[src/rtl/mips_pkg.sv]
// rtl/mips_pkg.sv - shared opcode, funct, ALU-op and control encodings for the MIPS subset CPU
package mips_pkg;

  localparam logic [5:0] OP_RTYPE = 6'b000000;
  localparam logic [5:0] OP_ADDI  = 6'b001000;
  localparam logic [5:0] OP_ADDIU = 6'b001001;
  localparam logic [5:0] OP_SLTI  = 6'b001010;
  localparam logic [5:0] OP_SLTIU = 6'b001011;
  localparam logic [5:0] OP_ANDI  = 6'b001100;
  localparam logic [5:0] OP_ORI   = 6'b001101;
  localparam logic [5:0] OP_XORI  = 6'b001110;
  localparam logic [5:0] OP_LUI   = 6'b001111;
  localparam logic [5:0] OP_GPIO  = 6'b010000;

  localparam logic [5:0] FN_SLL   = 6'b000000;
  localparam logic [5:0] FN_SRL   = 6'b000010;
  localparam logic [5:0] FN_SRA   = 6'b000011;
  localparam logic [5:0] FN_MFHI  = 6'b010000;
  localparam logic [5:0] FN_MFLO  = 6'b010010;
  localparam logic [5:0] FN_MULT  = 6'b011000;
  localparam logic [5:0] FN_MULTU = 6'b011001;
  localparam logic [5:0] FN_ADD   = 6'b100000;
  localparam logic [5:0] FN_ADDU  = 6'b100001;
  localparam logic [5:0] FN_SUB   = 6'b100010;
  localparam logic [5:0] FN_SUBU  = 6'b100011;
  localparam logic [5:0] FN_AND   = 6'b100100;
  localparam logic [5:0] FN_OR    = 6'b100101;
  localparam logic [5:0] FN_XOR   = 6'b100110;
  localparam logic [5:0] FN_NOR   = 6'b100111;
  localparam logic [5:0] FN_SLT   = 6'b101010;
  localparam logic [5:0] FN_SLTU  = 6'b101011;

  localparam logic [5:0] FN_GPIO_IN  = 6'b000000;
  localparam logic [5:0] FN_GPIO_OUT = 6'b000001;

  localparam logic [3:0] ALU_AND   = 4'b0000;
  localparam logic [3:0] ALU_OR    = 4'b0001;
  localparam logic [3:0] ALU_NOR   = 4'b0010;
  localparam logic [3:0] ALU_XOR   = 4'b0011;
  localparam logic [3:0] ALU_ADD   = 4'b0100;
  localparam logic [3:0] ALU_SUB   = 4'b0101;
  localparam logic [3:0] ALU_MULT  = 4'b0110;
  localparam logic [3:0] ALU_MULTU = 4'b0111;
  localparam logic [3:0] ALU_SLL   = 4'b1000;
  localparam logic [3:0] ALU_SRL   = 4'b1001;
  localparam logic [3:0] ALU_SRA   = 4'b1010;
  localparam logic [3:0] ALU_SLT   = 4'b1100;
  localparam logic [3:0] ALU_SLTU  = 4'b1101;

  localparam logic [1:0] REGSEL_ALU = 2'b00;
  localparam logic [1:0] REGSEL_HI  = 2'b01;
  localparam logic [1:0] REGSEL_LO  = 2'b10;

  localparam logic [1:0] SRC_RT   = 2'b00;
  localparam logic [1:0] SRC_SIMM = 2'b01;
  localparam logic [1:0] SRC_ZIMM = 2'b10;

  localparam logic [4:0] LUI_SHAMT = 5'd16;

  typedef struct packed {
    logic [3:0] alu_op;
    logic [4:0] shamt;
    logic       enhilo;
    logic [1:0] regsel;
    logic       regwrite;
    logic       rdrt;
    logic       memwrite;
    logic [1:0] alu_src;
    logic       gpio_out;
    logic       gpio_in;
  } ctrl_t;

  // Bubble: no side effects, ALU left on add so the datapath sees a benign op.
  localparam ctrl_t NOP_CTRL = '{
    alu_op:   ALU_ADD,
    shamt:    5'd0,
    enhilo:   1'b0,
    regsel:   REGSEL_ALU,
    regwrite: 1'b0,
    rdrt:     1'b0,
    memwrite: 1'b0,
    alu_src:  SRC_RT,
    gpio_out: 1'b0,
    gpio_in:  1'b0
  };

endpackage

[src/rtl/control_unit_if.sv]
// rtl/control_unit_if.sv - decode fields in, datapath controls out for the EX-stage decoder
interface control_unit_if;
  logic [5:0] i_type;
  logic [4:0] shamt;
  logic [5:0] function_code;
  logic       stall_FETCH;

  logic [3:0] alu_op;
  logic [4:0] shamt_EX;
  logic       enhilo_EX;
  logic [1:0] regsel_EX;
  logic       regwrite_EX;
  logic       rdrt_EX;
  logic       memwrite_EX;
  logic [1:0] alu_src_EX;
  logic       GPIO_OUT;
  logic       GPIO_IN;

  modport master (
    output i_type, shamt, function_code, stall_FETCH,
    input  alu_op, shamt_EX, enhilo_EX, regsel_EX, regwrite_EX,
           rdrt_EX, memwrite_EX, alu_src_EX, GPIO_OUT, GPIO_IN
  );

  modport slave (
    input  i_type, shamt, function_code, stall_FETCH,
    output alu_op, shamt_EX, enhilo_EX, regsel_EX, regwrite_EX,
           rdrt_EX, memwrite_EX, alu_src_EX, GPIO_OUT, GPIO_IN
  );
endinterface

[src/rtl/control_unit.sv]
// rtl/control_unit.sv - combinational EX-stage instruction decoder; rst and stall force a bubble
module control_unit
  import mips_pkg::*;
(
  input  logic         clk,
  input  logic         rst,
  control_unit_if.slave bus
);

  ctrl_t ctrl;

  // Stateless block: clk is carried only so every pipeline unit shares one port shape.
  logic unused_clk;
  assign unused_clk = clk;

  always_comb begin
    ctrl = NOP_CTRL;
    if (!rst && !bus.stall_FETCH) begin
      case (bus.i_type)
        OP_RTYPE: begin
          case (bus.function_code)
            FN_ADD, FN_ADDU: begin ctrl.alu_op = ALU_ADD;  ctrl.regwrite = 1'b1; end
            FN_SUB, FN_SUBU: begin ctrl.alu_op = ALU_SUB;  ctrl.regwrite = 1'b1; end
            FN_AND:          begin ctrl.alu_op = ALU_AND;  ctrl.regwrite = 1'b1; end
            FN_OR:           begin ctrl.alu_op = ALU_OR;   ctrl.regwrite = 1'b1; end
            FN_XOR:          begin ctrl.alu_op = ALU_XOR;  ctrl.regwrite = 1'b1; end
            FN_NOR:          begin ctrl.alu_op = ALU_NOR;  ctrl.regwrite = 1'b1; end
            FN_SLT:          begin ctrl.alu_op = ALU_SLT;  ctrl.regwrite = 1'b1; end
            FN_SLTU:         begin ctrl.alu_op = ALU_SLTU; ctrl.regwrite = 1'b1; end
            FN_SLL: begin
              ctrl.alu_op   = ALU_SLL;
              ctrl.shamt    = bus.shamt;
              ctrl.regwrite = 1'b1;
            end
            FN_SRL: begin
              ctrl.alu_op   = ALU_SRL;
              ctrl.shamt    = bus.shamt;
              ctrl.regwrite = 1'b1;
            end
            FN_SRA: begin
              ctrl.alu_op   = ALU_SRA;
              ctrl.shamt    = bus.shamt;
              ctrl.regwrite = 1'b1;
            end
            FN_MULT:  begin ctrl.alu_op = ALU_MULT;  ctrl.enhilo = 1'b1; end
            FN_MULTU: begin ctrl.alu_op = ALU_MULTU; ctrl.enhilo = 1'b1; end
            FN_MFHI:  begin ctrl.regsel = REGSEL_HI; ctrl.regwrite = 1'b1; end
            FN_MFLO:  begin ctrl.regsel = REGSEL_LO; ctrl.regwrite = 1'b1; end
            default: ctrl = NOP_CTRL;
          endcase
        end
        OP_ADDI, OP_ADDIU: begin
          ctrl.alu_op = ALU_ADD;  ctrl.alu_src = SRC_SIMM;
          ctrl.regwrite = 1'b1;   ctrl.rdrt = 1'b1;
        end
        OP_SLTI: begin
          ctrl.alu_op = ALU_SLT;  ctrl.alu_src = SRC_SIMM;
          ctrl.regwrite = 1'b1;   ctrl.rdrt = 1'b1;
        end
        OP_SLTIU: begin
          ctrl.alu_op = ALU_SLTU; ctrl.alu_src = SRC_SIMM;
          ctrl.regwrite = 1'b1;   ctrl.rdrt = 1'b1;
        end
        OP_ANDI: begin
          ctrl.alu_op = ALU_AND;  ctrl.alu_src = SRC_ZIMM;
          ctrl.regwrite = 1'b1;   ctrl.rdrt = 1'b1;
        end
        OP_ORI: begin
          ctrl.alu_op = ALU_OR;   ctrl.alu_src = SRC_ZIMM;
          ctrl.regwrite = 1'b1;   ctrl.rdrt = 1'b1;
        end
        OP_XORI: begin
          ctrl.alu_op = ALU_XOR;  ctrl.alu_src = SRC_ZIMM;
          ctrl.regwrite = 1'b1;   ctrl.rdrt = 1'b1;
        end
        // lui is the zero-extended immediate shifted left by a fixed 16.
        OP_LUI: begin
          ctrl.alu_op = ALU_SLL;  ctrl.alu_src = SRC_ZIMM;
          ctrl.shamt  = LUI_SHAMT;
          ctrl.regwrite = 1'b1;   ctrl.rdrt = 1'b1;
        end
        OP_GPIO: begin
          case (bus.function_code)
            FN_GPIO_IN: begin
              ctrl.gpio_in  = 1'b1;
              ctrl.regwrite = 1'b1;
              ctrl.rdrt     = 1'b1;
            end
            FN_GPIO_OUT: ctrl.gpio_out = 1'b1;
            default:     ctrl = NOP_CTRL;
          endcase
        end
        default: ctrl = NOP_CTRL;
      endcase
    end
  end

  assign bus.alu_op      = ctrl.alu_op;
  assign bus.shamt_EX    = ctrl.shamt;
  assign bus.enhilo_EX   = ctrl.enhilo;
  assign bus.regsel_EX   = ctrl.regsel;
  assign bus.regwrite_EX = ctrl.regwrite;
  assign bus.rdrt_EX     = ctrl.rdrt;
  assign bus.memwrite_EX = ctrl.memwrite;
  assign bus.alu_src_EX  = ctrl.alu_src;
  assign bus.GPIO_OUT    = ctrl.gpio_out;
  assign bus.GPIO_IN     = ctrl.gpio_in;

endmodule

[src/flat_wrapper.sv]
// flat-port wrapper written by rule: the top's interface ports become plain ports
module control_unit_flat import mips_pkg::*;
  (clk, rst, bus_i_type, bus_shamt, bus_function_code, bus_stall_FETCH, bus_alu_op, bus_shamt_EX, bus_enhilo_EX, bus_regsel_EX, bus_regwrite_EX, bus_rdrt_EX, bus_memwrite_EX, bus_alu_src_EX, bus_GPIO_OUT, bus_GPIO_IN);
  control_unit_if bus_i ();
  input  logic clk;
  input  logic rst;
  input wire logic [$bits(bus_i.i_type)-1:0] bus_i_type;
  input wire logic [$bits(bus_i.shamt)-1:0] bus_shamt;
  input wire logic [$bits(bus_i.function_code)-1:0] bus_function_code;
  input wire logic [$bits(bus_i.stall_FETCH)-1:0] bus_stall_FETCH;
  output wire logic [$bits(bus_i.alu_op)-1:0] bus_alu_op;
  output wire logic [$bits(bus_i.shamt_EX)-1:0] bus_shamt_EX;
  output wire logic [$bits(bus_i.enhilo_EX)-1:0] bus_enhilo_EX;
  output wire logic [$bits(bus_i.regsel_EX)-1:0] bus_regsel_EX;
  output wire logic [$bits(bus_i.regwrite_EX)-1:0] bus_regwrite_EX;
  output wire logic [$bits(bus_i.rdrt_EX)-1:0] bus_rdrt_EX;
  output wire logic [$bits(bus_i.memwrite_EX)-1:0] bus_memwrite_EX;
  output wire logic [$bits(bus_i.alu_src_EX)-1:0] bus_alu_src_EX;
  output wire logic [$bits(bus_i.GPIO_OUT)-1:0] bus_GPIO_OUT;
  output wire logic [$bits(bus_i.GPIO_IN)-1:0] bus_GPIO_IN;
  assign bus_i.i_type = bus_i_type;
  assign bus_i.shamt = bus_shamt;
  assign bus_i.function_code = bus_function_code;
  assign bus_i.stall_FETCH = bus_stall_FETCH;
  assign bus_alu_op = bus_i.alu_op;
  assign bus_shamt_EX = bus_i.shamt_EX;
  assign bus_enhilo_EX = bus_i.enhilo_EX;
  assign bus_regsel_EX = bus_i.regsel_EX;
  assign bus_regwrite_EX = bus_i.regwrite_EX;
  assign bus_rdrt_EX = bus_i.rdrt_EX;
  assign bus_memwrite_EX = bus_i.memwrite_EX;
  assign bus_alu_src_EX = bus_i.alu_src_EX;
  assign bus_GPIO_OUT = bus_i.GPIO_OUT;
  assign bus_GPIO_IN = bus_i.GPIO_IN;
  control_unit u_core (.clk(clk), .rst(rst), .bus(bus_i));
endmodule
[config.mk]
export PLATFORM = sky130hd
export DESIGN_NAME = control_unit_flat
export DESIGN_NICKNAME = d
export VERILOG_FILES = /design/src/rtl/mips_pkg.sv /design/src/rtl/control_unit_if.sv /design/src/rtl/control_unit.sv /design/src/flat_wrapper.sv
export SDC_FILE = /design/constraint.sdc
export NUM_CORES = 1
export LEC_CHECK = 0
export CELL_PAD_IN_SITES_DETAIL_PLACEMENT = 1
export CELL_PAD_IN_SITES_GLOBAL_PLACEMENT = 1
export CORE_ASPECT_RATIO = 1.1
export CORE_MARGIN = 2
export CORE_UTILIZATION = 24
export DETAILED_ROUTE_END_ITERATION = 6
export PLACE_DENSITY_LB_ADDON = 0.1
export SLEW_MARGIN = 20
export SYNTH_ARGS = -nofsm -noshare
export SYNTH_HDL_FRONTEND = slang
export SYNTH_SLANG_ARGS = --single-unit
[constraint.sdc]
create_clock -name vclk -period 1.7
set_clock_uncertainty 0.2 [all_clocks]
set_input_delay 0.17 -clock vclk [all_inputs]
set_output_delay 0.17 -clock vclk [all_outputs]
set_load 0.005 [all_outputs]
==> flow_summary.yaml <==
sta:
  fin_crit_sh: 1.10
  min_period_ns: 1.87
  timing.final.max_slew_violations: 0
  hold_viol: 0
  finalSetupViolations: 13
  setup_ws_ns: -0.167
  fmax_mhz: 536
  rsz0062_at_grt: "true"
  whs_ns: 0.522
layout:
  post-route-util: 0.623
  n_fill_cell: 270
  flops_and_latches: 0
  n_clock_buffer: 0
  final_nets: 181
  layout-drive-gt1-share: 0.673
  design_area_um2: 1390
  seq_area_um2: 0
  diodes: 0
  syn2layout_area_growth_pct: 148
  multi_input_area_um2: 694
setup_path:
  critical_path.max_stage_delay_ns: 0.29
  path_buf_inv: 4
  cp_cell_sequence: "buf_6 -> nor4_4 -> buf_4 -> buf_6 -> nand4_1 -> o31ai_2 -> a31o_1 -> buf_2"
  crit_slowest_cell: "nor4_4"
  start_kind: "primary input"
  crit_top_cell: "buf_6"
  path_class: "in2out"
  crit_family: "buffers and inverters"
  crit_fanout: 2
  required_ns: 1.33
  critPathArrivalTime_ns: 1.50
  worstSetupEndpointType: "primary output"
run_status:
  status: "finished, violations left"
  violations: "negative setup slack"
yosys:
  yosys_warnings: 0
  yosysUniqueCellTypes: 37
  postSynthAreaPerCell_um2: 6.36
  netlist.area_leader.share: 0.0872
  netlist_instances: 88
  yosysSeqAreaShare: 0
  mappedNetlistArea_um2: 559
  synth_area_leader_cell: "nand2_1"
  syn_nets: 108
  synth_area_leaders: "nand2_1 8.7%, buf_6 6.0%, a31oi_1 5.6%"
power:
  max-vdd-ir-drop_mv: 0.133
  p_leak_uw: 0.000624
  power.total_uw: 249
  p_per_area_nw_per_um2: 179
global_routing:
  grt_max_degree: 10
  grt_pass1_wl_um: 4530
  overflow: 0
  antenna_found_initial: 0
  grt_pass1_vias: 971
  grt_use_total: 0.215
min_path:
  hp-class: "in2out"
floorplanning:
  die_x_um: 50.0
  dieArea_um2: 2730
  coreArea_um2: 2230
  rows: 18
  die_height_um: 54.6
  start_util: 0.251
  io-pin-count: 39
clocking:
  cts_hold_buffers: 0
drt:
  vias: 997
  viasPerCell: 5.28
  route.met2.wl_um: 2000
  wl_met1_um: 1300
  dr.pass1.iters: 4
  drc: 0
  ant_nets: 0
  wl_met3_um: 154
  top_layer_used: "met4"
  finalWirelength_um: 3550
  wl_per_cell_um: 18.8
  first_iter_violations: 13
flow_run:
  drv_cap: 0
placed_design:
  port_buffers: 37
  placedInstanceArea_um2: 1090
  dpl.hpwl_um: 1880
  preCtsSetupSlack_ns: -0.854
  place_congestion: 0.733
## repair_timing
item | CTS | global route
pin swaps | 28 | 17
endpoints found under the hold margin | 0 | 0
setup endpoints to repair | 18 | 17
setup buffers | 18 | 1
gates resized for setup | 155 | 26
## synth_stat cells, types with 2 or more instances
master,count
a21oi_1,3
a22oi_1,2
a31oi_1,5
and2_1,4
and3_1,2
buf_2,3
buf_4,2
buf_6,3
inv_1,2
nand2_1,13
nand2b_1,5
nand4_1,3
nor2_1,7
nor3_1,4
nor4_1,4
nor4bb_1,2
o21ai_0,4
## where the power goes
part | total [uW] | internal, uW | leakage [uW] | switching [uW]
Clock | 0 | 0 | 0 | 0
Combinational | 249 | 125 | 0.000624 | 123
Sequential | 0 | 0 | 0 | 0
## area by class of cell
cell class	instances	area share
inverters	3	0.00811
multi-input cells	76	0.500
well taps	30	0.0270
repair buffers	80	0.465
## through the flow
stage / instances / setup TNS (ns)
final: 189 / -1.05
after global routing: 189 / -2.10
after CTS: 188 / -0.828
after detailed placement: 171 / -13.43
after global placement: 171 / -12.63
after floorplan: 88 / 0
## logic make-up (layout without fill, tap and decap cells)
logic type / after synthesis / in the layout / share of synthesized area
AND/OR/NAND/NOR: 53 / 53 / 0.573
buffers and inverters: 12 / 83 / 0.141
other: 1 / 1 / 0.00670
XOR/XNOR: 1 / 1 / 0.0157
AO/OA/AOI/OAI: 21 / 21 / 0.264
## metal layers
layer,GRT usage,up-vias
met4,0.0417,0
met1,0.225,481
li1,-,465
met2,0.467,41
met5,0,-
met3,0.0137,10
## placed cells by master (no fill, tap or decap), types with 4 or more instances in the layout
cell type | netlist | final
clkdlybuf4s50_1 | 0 | 5
nor4_4 | 1 | 4
and2_4 | 0 | 5
nor2_1 | 7 | 4
buf_2 | 3 | 19
buf_4 | 2 | 33
nand2_1 | 13 | 10
buf_6 | 3 | 16
## worst paths after layout
kind                 startpoint                end  slack, ns  cells past startpoint
setup / recovery  bus_i_type[2]    bus_regwrite_EX      -0.17                      8
hold / removal    bus_i_type[2]  bus_alu_src_EX[0]       0.52                      4
Note: power is estimated with default switching activity, not from simulation.
